### config.mk
export PLATFORM = sky130hd
export DESIGN_NAME = xfer_ctrl
export DESIGN_NICKNAME = d
export VERILOG_FILES = /design/src/rtl/xfer_ctrl.sv
export SDC_FILE = /design/constraint.sdc
export NUM_CORES = 1
export LEC_CHECK = 0
export CAP_MARGIN = 20
export CORE_UTILIZATION = 31
export DETAILED_ROUTE_END_ITERATION = 10
export GPL_TIMING_DRIVEN = 0
export HOLD_SLACK_MARGIN = 0.1
export SLEW_MARGIN = 20
export SYNTH_ARGS = -nofsm -noshare
export SYNTH_HDL_FRONTEND = slang
export SYNTH_SLANG_ARGS = --single-unit
### constraint.sdc
create_clock -name clk -period 4.3 [get_ports clk]
set_input_delay 0.645 -clock clk [delete_from_list [all_inputs] [get_ports clk]]
set_output_delay 0.645 -clock clk [all_outputs]
set_load 0.005 [all_outputs]
### src/rtl/xfer_ctrl.sv
// rtl/xfer_ctrl.sv - command sequencer for the shared register file and RAM
//
// Accepts one command at a time (cmd_valid/cmd_ready), steps the register
// file and RAM pins through a fixed schedule and emits one rsp_valid pulse
// per command.
//
// Ports:
//   clk, rst              clock; asynchronous active-high reset
//   cmd_valid/cmd_ready   command handshake (ready only in IDLE)
//   cmd_op                000 RF_RD, 001 RAM_RD, 010 RF_WR, 011 RAM_WR,
//                         100 RAM2RF, 101 RF2RAM, 110 CLR_RF, 111 CLR_RAM
//   cmd_raddr/cmd_maddr   register-file / RAM address
//   cmd_data              write data for RF_WR / RAM_WR
//   rsp_valid/rsp_data    one-cycle response pulse and its data
//   busy                  high whenever not IDLE
//   rf_we/rf_addr/rf_wdata/rf_rdata          register-file pins
//   ram_we/ram_rd/ram_addr/ram_wdata/ram_rdata RAM pins
module xfer_ctrl #(
  parameter int DW = 4,
  parameter int AW = 4
) (
  input  logic          clk,
  input  logic          rst,
  input  logic          cmd_valid,
  output logic          cmd_ready,
  input  logic [2:0]    cmd_op,
  input  logic [AW-1:0] cmd_raddr,
  input  logic [AW-1:0] cmd_maddr,
  input  logic [DW-1:0] cmd_data,
  output logic          rsp_valid,
  output logic [DW-1:0] rsp_data,
  output logic          busy,
  output logic          rf_we,
  output logic [AW-1:0] rf_addr,
  output logic [DW-1:0] rf_wdata,
  input  logic [DW-1:0] rf_rdata,
  output logic          ram_we,
  output logic          ram_rd,
  output logic [AW-1:0] ram_addr,
  output logic [DW-1:0] ram_wdata,
  input  logic [DW-1:0] ram_rdata
);

  localparam logic [2:0] OP_RF_RD   = 3'b000;
  localparam logic [2:0] OP_RAM_RD  = 3'b001;
  localparam logic [2:0] OP_RF_WR   = 3'b010;
  localparam logic [2:0] OP_RAM_WR  = 3'b011;
  localparam logic [2:0] OP_RAM2RF  = 3'b100;
  localparam logic [2:0] OP_RF2RAM  = 3'b101;
  localparam logic [2:0] OP_CLR_RF  = 3'b110;
  localparam logic [2:0] OP_CLR_RAM = 3'b111;

  typedef enum logic [2:0] {
    S_IDLE, S_RD, S_CAP, S_WR, S_CLR, S_RSP
  } state_t;

  state_t        state_q, state_d;
  logic [2:0]    op_q, op_d;
  logic [DW-1:0] cdata_q, cdata_d;        // cmd_data latched at acceptance
  logic [DW-1:0] data_q, data_d;          // value captured from the source array
  logic [AW-1:0] cnt_q, cnt_d;
  logic [AW-1:0] rf_addr_q, rf_addr_d;
  logic [AW-1:0] ram_addr_q, ram_addr_d;
  logic [DW-1:0] rf_wdata_q, rf_wdata_d;
  logic [DW-1:0] ram_wdata_q, ram_wdata_d;
  logic [DW-1:0] rsp_data_q, rsp_data_d;

  logic          src_ram, dst_rf, is_move;
  logic          acc_rf, acc_ram, acc_clr;
  logic [DW-1:0] src_rdata;
  logic [AW-1:0] cnt_inc;

  // Operation decode: latched op for the running command, cmd_op at acceptance.
  always_comb begin
    src_ram   = (op_q == OP_RAM_RD) || (op_q == OP_RAM2RF);
    dst_rf    = (op_q == OP_RF_WR) || (op_q == OP_RAM2RF) || (op_q == OP_CLR_RF);
    is_move   = (op_q == OP_RAM2RF) || (op_q == OP_RF2RAM);
    src_rdata = src_ram ? ram_rdata : rf_rdata;
    cnt_inc   = cnt_q + 1'b1;
    acc_clr   = (cmd_op == OP_CLR_RF) || (cmd_op == OP_CLR_RAM);
    acc_rf    = (cmd_op == OP_RF_RD) || (cmd_op == OP_RF_WR) || (cmd_op == OP_RAM2RF) ||
                (cmd_op == OP_RF2RAM) || (cmd_op == OP_CLR_RF);
    acc_ram   = (cmd_op == OP_RAM_RD) || (cmd_op == OP_RAM_WR) || (cmd_op == OP_RAM2RF) ||
                (cmd_op == OP_RF2RAM) || (cmd_op == OP_CLR_RAM);
  end

  always_comb begin
    state_d     = state_q;
    op_d        = op_q;
    cdata_d     = cdata_q;
    data_d      = data_q;
    cnt_d       = cnt_q;
    rf_addr_d   = rf_addr_q;
    ram_addr_d  = ram_addr_q;
    rf_wdata_d  = rf_wdata_q;
    ram_wdata_d = ram_wdata_q;
    rsp_data_d  = rsp_data_q;

    case (state_q)
      S_IDLE: begin
        if (cmd_valid) begin
          op_d    = cmd_op;
          cdata_d = cmd_data;
          // Address registers are loaded only for the arrays this command
          // touches, so an untouched array keeps its last address.
          if (acc_rf)  rf_addr_d  = acc_clr ? '0 : cmd_raddr;
          if (acc_ram) ram_addr_d = acc_clr ? '0 : cmd_maddr;
          case (cmd_op)
            OP_RF_WR: begin
              rf_wdata_d = cmd_data;
              state_d    = S_WR;
            end
            OP_RAM_WR: begin
              ram_wdata_d = cmd_data;
              state_d     = S_WR;
            end
            OP_CLR_RF: begin
              rf_wdata_d = '0;
              cnt_d      = '0;
              state_d    = S_CLR;
            end
            OP_CLR_RAM: begin
              ram_wdata_d = '0;
              cnt_d       = '0;
              state_d     = S_CLR;
            end
            default: state_d = S_RD;
          endcase
        end
      end
      S_RD: state_d = S_CAP;
      S_CAP: begin
        data_d = src_rdata;
        if (is_move) begin
          if (dst_rf) rf_wdata_d  = src_rdata;
          else        ram_wdata_d = src_rdata;
          state_d = S_WR;
        end else begin
          rsp_data_d = src_rdata;
          state_d    = S_RSP;
        end
      end
      S_WR: begin
        rsp_data_d = is_move ? data_q : cdata_q;
        state_d    = S_RSP;
      end
      S_CLR: begin
        cnt_d = cnt_inc;
        if (cnt_q == '1) begin
          rsp_data_d = '0;
          state_d    = S_RSP;
        end else if (dst_rf) begin
          rf_addr_d = cnt_inc;
        end else begin
          ram_addr_d = cnt_inc;
        end
      end
      S_RSP: state_d = S_IDLE;
      default: state_d = S_IDLE;
    endcase
  end

  always_ff @(posedge clk or posedge rst) begin
    if (rst) begin
      state_q     <= S_IDLE;
      op_q        <= '0;
      cdata_q     <= '0;
      data_q      <= '0;
      cnt_q       <= '0;
      rf_addr_q   <= '0;
      ram_addr_q  <= '0;
      rf_wdata_q  <= '0;
      ram_wdata_q <= '0;
      rsp_data_q  <= '0;
    end else begin
      state_q     <= state_d;
      op_q        <= op_d;
      cdata_q     <= cdata_d;
      data_q      <= data_d;
      cnt_q       <= cnt_d;
      rf_addr_q   <= rf_addr_d;
      ram_addr_q  <= ram_addr_d;
      rf_wdata_q  <= rf_wdata_d;
      ram_wdata_q <= ram_wdata_d;
      rsp_data_q  <= rsp_data_d;
    end
  end

  // Strobes decode straight from the state register so an asynchronous
  // reset removes them immediately. WR/CLR target exactly one array and
  // RD never writes, which keeps the strobes mutually exclusive.
  assign cmd_ready = (state_q == S_IDLE);
  assign busy      = (state_q != S_IDLE);
  assign rsp_valid = (state_q == S_RSP);
  assign rf_we     = ((state_q == S_WR) || (state_q == S_CLR)) && dst_rf;
  assign ram_we    = ((state_q == S_WR) || (state_q == S_CLR)) && !dst_rf;
  assign ram_rd    = (state_q == S_RD) && src_ram;
  assign rf_addr   = rf_addr_q;
  assign ram_addr  = ram_addr_q;
  assign rf_wdata  = rf_wdata_q;
  assign ram_wdata = ram_wdata_q;
  assign rsp_data  = rsp_data_q;

endmodule

# Yosys cells after proc, flatten, opt, wreduce, memory -nomap -nowiden
# Cells that the tools add are included.
# classes
n_addsub	1
n_eq_ne	32
mux	35
reduce_logical	34
# op_table
op	n
2-to-1 mux 4 bit	22
one-hot mux 4 bit (2 select lines)	7
== test 3 bit, second input constant	9
!= test 2 bit, second input constant	10
AND reduction 5 bit	4
== test 3 x 2 -> 1 bit, second input constant	5
one-hot mux 3 bit (5 select lines)	1
logical OR 1 bit	14
one-hot mux 4 bit (3 select lines)	1
== test 3 x 1 -> 1 bit, second input constant	3
2-to-1 mux 3 bit	3
zero test 3 bit	2
!= test 3 x 1 -> 1 bit, second input constant	2
one-hot mux 3 bit (2 select lines)	1
AND reduction 3 bit	2
nonzero test 3 bit	2
adder 4 x 1 -> 4 bit, second input constant	1
== test 4 bit, second input constant	1
!= test 2 x 1 -> 1 bit, second input constant	2
AND reduction 2 bit	2
nonzero test 2 bit	2
OR reduction 2 bit	2
logical AND 1 bit	3
zero test 1 bit	1
# totals
reg_bits	38
input_bits	26
output_inout_bits	26
word_cells	112

# Logic depth before layout (Yosys ltp)
# logic_depth
word_depth	8
depth_mapped	6
mapped_depth_nobuf	5

# Worst setup path before layout
# OpenSTA, ideal clock, no wires.
# synth_timing
path_type	input port to flip-flop
start	input cmd_op[1]
end	register ram_addr_q[1], in the netlist ram_addr[1]
t_arrival_ns	1.759
required_time_ns	4.175
slack_ns	2.416
cell_stages	5
cell_sequence	clkbuf_2 nor2b_1 nor3_2 a2111oi_4 mux2_4
# synth_between
elab_chain_cells	7
word_cells_on_any_way	17
cone_classes	eq/ne: 7; mux: 4; reduce/logical: 6
# synth_rtl
item	line	text
start: declaration	26	input logic [2:0] cmd_op,
== test 3 x 1 -> 1 bit or == test 3 x 2 -> 1 bit (tied branches)	83	acc_ram = (cmd_op == OP_RAM_RD) || (cmd_op == OP_RAM_WR) || (cmd_op == OP_RAM2RF) ||
logical OR 1 bit (3 in series)	83	
logical OR 1 bit	84	(cmd_op == OP_RF2RAM) || (cmd_op == OP_CLR_RAM);
!= test 2 x 1 -> 1 bit (no line)	n/a	
AND reduction 5 bit (no line)	n/a	
end signal: assignment	182	ram_addr_q <= ram_addr_d;
end: declaration	63	logic [AW-1:0] ram_addr_q, ram_addr_d;
# Several ways; a longest one is shown, not always the timed one. The select of a mux whose other input is x is not followed.
# A chain may end at the register's enable or synchronous reset.

# Worst setup path after layout
# layout_timing
start	register op_q[2]
end	output ram_rd
# layout_between
elab_chain_cells	3
word_cells_on_any_way	4
cone_classes	eq/ne: 2; reduce/logical: 2
# layout_rtl
item	line	text
start: declaration	58	logic [2:0] op_q, op_d;
start signal: assignment	177	op_q <= op_d;
== test 3 x 1 -> 1 bit or == test 3 bit (tied branches)	75	src_ram = (op_q == OP_RAM_RD) || (op_q == OP_RAM2RF);
logical OR 1 bit *	75	
logical AND 1 bit *	197	assign ram_rd = (state_q == S_RD) && src_ram;
end: declaration	38	output logic ram_rd,
# Every way passes the cells marked *; elsewhere a longest branch is shown, timed or not.

==> impl_metrics.json <==
{
  "r2r_end": "rsp_data[0]",
  "endpoint_kind": "primary output",
  "detail-route-antenna-nets": 0,
  "clockRootBuffer": "clkbuf_8",
  "grt_pass1_wl_um": 9039,
  "wl_per_cell_um": 16.00,
  "setup_viol": 0,
  "post_cts.repair.setup_buffers": 0,
  "reg2regPathDepth": 4,
  "synthAdderAreaFrac_pct": 0.5995,
  "io_pins": 52,
  "cts-buffers-inserted": 5,
  "yosys.area.top_type": "dfrtp_1",
  "start_kind": "register",
  "peakVddDrop_v": 0.0002832,
  "die_area_um2": 7064,
  "maxCapViolations": 0,
  "worstPathArrival_ns": 2.25,
  "stdcell_area_um2": 2841,
  "synth_top_area_share_pct": 45.56,
  "die_w_um": 84.05,
  "synthArstFlopShare_pct": 100.0,
  "min_path_type": "reg2reg",
  "cts.sinks": 38,
  "required_ns": 3.65,
  "hold_path_depth": 2,
  "core_area_um2": 6422,
  "h-tree-depth": 2,
  "drive_gt1_share_pct": 16.67,
  "dp_hpwl_um": 4000,
  "wirelength_um": 5360,
  "p_leak_nw": 1.249,
  "slew_viol_final": 0,
  "syn_nets": 226,
  "path_max_fanout": 9,
  "layout.nets": 284,
  "fill_cells": 618,
  "postCtsHoldBufs": 0,
  "antenna_found_initial": 0,
  "die_h_um": 84.05,
  "cts.clk_slew.worst_paths_ns": 0.08,
  "grt_max_degree": 26,
  "setup_tns_ns": 0,
  "rows": 29,
  "reg2reg_slack_ns": 2.43,
  "rsz0062_at_grt": "false",
  "max_freq_mhz": 345.8,
  "startpoint": "op_q[2]",
  "cts_tree": "built",
  "synth-compound-area-share_pct": 19.42,
  "drcViolationCount": 10,
  "tightest_slew_ns": 0.6385,
  "fin_crit_sh_pct": 67.26,
  "vias": 1727,
  "syn_avg_cell_area_um2": 10.49,
  "clkLatencyLatePin_ns": 0.29,
  "diodes": 0,
  "r2r-start": "op_q[2]",
  "ys.flop_type": "dfrtp_1",
  "start_util_pct": 32.50,
  "critPathCapture": "ram_rd",
  "grtUsageTotal_pct": 16.26,
  "hold_viol": 0,
  "synth_edf_count": 0,
  "globalplace.congestion": 0.7569,
  "grt_pass1_vias": 1730,
  "synth_top_family_by_area": "compound AO/OA/AOI/OAI gates",
  "yosys-top-cells-area": "dfrtp_1, mux2_2, nand2_1, a31oi_1, mux2i_1",
  "grt_remaining_overflow": 0,
  "synth_mux_area_share_pct": 11.09,
  "io_buffer_count": 50,
  "min_period_ns": 2.892,
  "dp.cells": 327,
  "setup_ws_ns": 1.408,
  "netlist_area_um2": 2087,
  "fin_worst_skew_ns": 0.004723,
  "synth_cell_type_count": 49,
  "cts.path.max_buffers": 2,
  "synth_xor_area_share_pct": 1.199,
  "areaGrowthSynthToFinish_pct": 36.15,
  "dr.pass1.iters": 7,
  "path_class": "reg2out",
  "ys_ff_latch": 38,
  "synth-simple-area-share_pct": 17.69,
  "powerDensity_nw_per_um2": 738.7,
  "status": "finished with violations",
  "viasPerCell": 5.155,
  "place_area_um2": 2704,
  "violations": "DRC",
  "relSlewSlack_pct": 57.36,
  "yosysWarnings": 0,
  "post_cts_resized": 0,
  "post-place-ws_ns": 1.685,
  "drtIter0Drc": 45,
  "fin_cells": 335,
  "seq_area_frac_synth_pct": 45.56,
  "synthCells": 199
}
-- logic make-up after synthesis --
kind of cell,count (synthesis)
and+or+nand+nor,67
AOI/OAI and AO/OA,52
DFF,38
muxes,21
buffers and inverters,18
xor gates and xnor gates,2
adders and majority gates,1
-- routing by layer --
metal  track usage (%)  vias up  part of all wire [%]
met5                 0        -                     0
met4             2.665        0                  0.75
met3             4.550        6                   6.1
met2             26.38       57                    46
met1             21.90      818                    47
li1                  -      846                     -
-- cell type report --
type	count	area [um2]	area share, %
multi-input combinational	143	1044	36.72
sequential	38	950.9	33.47
timing repair buffer	51	520.5	18.32
tap	77	96.34	3.391
clock buffer	5	68.82	2.422
clock inverter	3	68.82	2.422
buffer	9	58.81	2.070
inverter	9	33.78	1.189
-- critical path, stage by stage, from the launching register on --
cell and delay, ns:
dfrtp_1 0.48, xnor2_2 0.23, nor2_2 0.34, nor4b_1 0.34
clkdlybuf4s50_1 0.56
-- Yosys cell counts, types with 2 or more instances --
library cell  instances
mux2_2               13
dfrtp_1              38
a22o_1                3
mux2i_1               7
inv_1                 8
nor2b_1               3
nor2_1               14
or3b_1                2
buf_2                 4
a31oi_1              14
o211a_1               4
a21o_1                3
nand4b_1              2
nand2_1              29
a21oi_1              12
a221o_1               4
a211oi_2              2
nor3_2                2
buf_6                 2
nor4b_1               2
o21ai_0               2
nand4bb_1             2
-- placed cells by master, fill, tap and decap left out, types with 2 or more instances in the layout --
master and n:
a211oi_2 2, a21o_1 3, a21oi_1 12, a221o_1 4
a22o_1 3, a31oi_1 14, buf_2 4, buf_6 2
bufinv_16 2, clkbuf_8 5, clkdlybuf4s50_1 50, dfrtp_1 38
inv_1 7, inv_2 2, mux2_2 13, mux2i_1 7
nand2_1 29, nand4b_1 2, nand4bb_1 2, nor2_1 14
nor2b_1 3, nor3_2 2, nor4b_1 2, o211a_1 4
o21ai_0 2, or3b_1 2
-- how the worst min path moves through the flow --
stage | slack (ns) | to | start
2_1_floorplan | 0.45 | data_q[0] | data_q[0]
3_3_place_gp | 0.46 | data_q[0] | data_q[0]
3_5_place_dp | 0.47 | data_q[1] | data_q[1]
4_1_cts | 0.49 | data_q[0] | data_q[0]
5_1_grt | 0.52 | data_q[3] | data_q[3]
6_report | 0.49 | data_q[1] | data_q[1]
-- where the power goes --
group          leakage, nW  internal [mW]  switching [mW]
clock               0.0683          0.233           0.139
sequential           0.462          0.532           0.119
combinational        0.719          0.574           0.503
-- per-stage QoR --
step	power (mW)	hold WS, ns	utilization [%]
after floorplan	1.309	0.4457	-
after global placement	1.723	0.4607	41.79
after detailed placement	1.738	0.4704	42.10
after CTS	2.120	0.4926	44.24
after global routing	2.255	0.5176	44.24
final	2.099	0.4852	44.24
-- sequential cells by signal, indices dropped and copies added, names as in the netlist --
register and flops:
cdata_q 4, cnt_q 4, data_q 4, ram_addr 4, ram_wdata 4, rf_addr 4, rf_wdata 4, rsp_data 4
op_q 3, state_q 3
No activity file was read; power rests on OpenSTA's default activity.
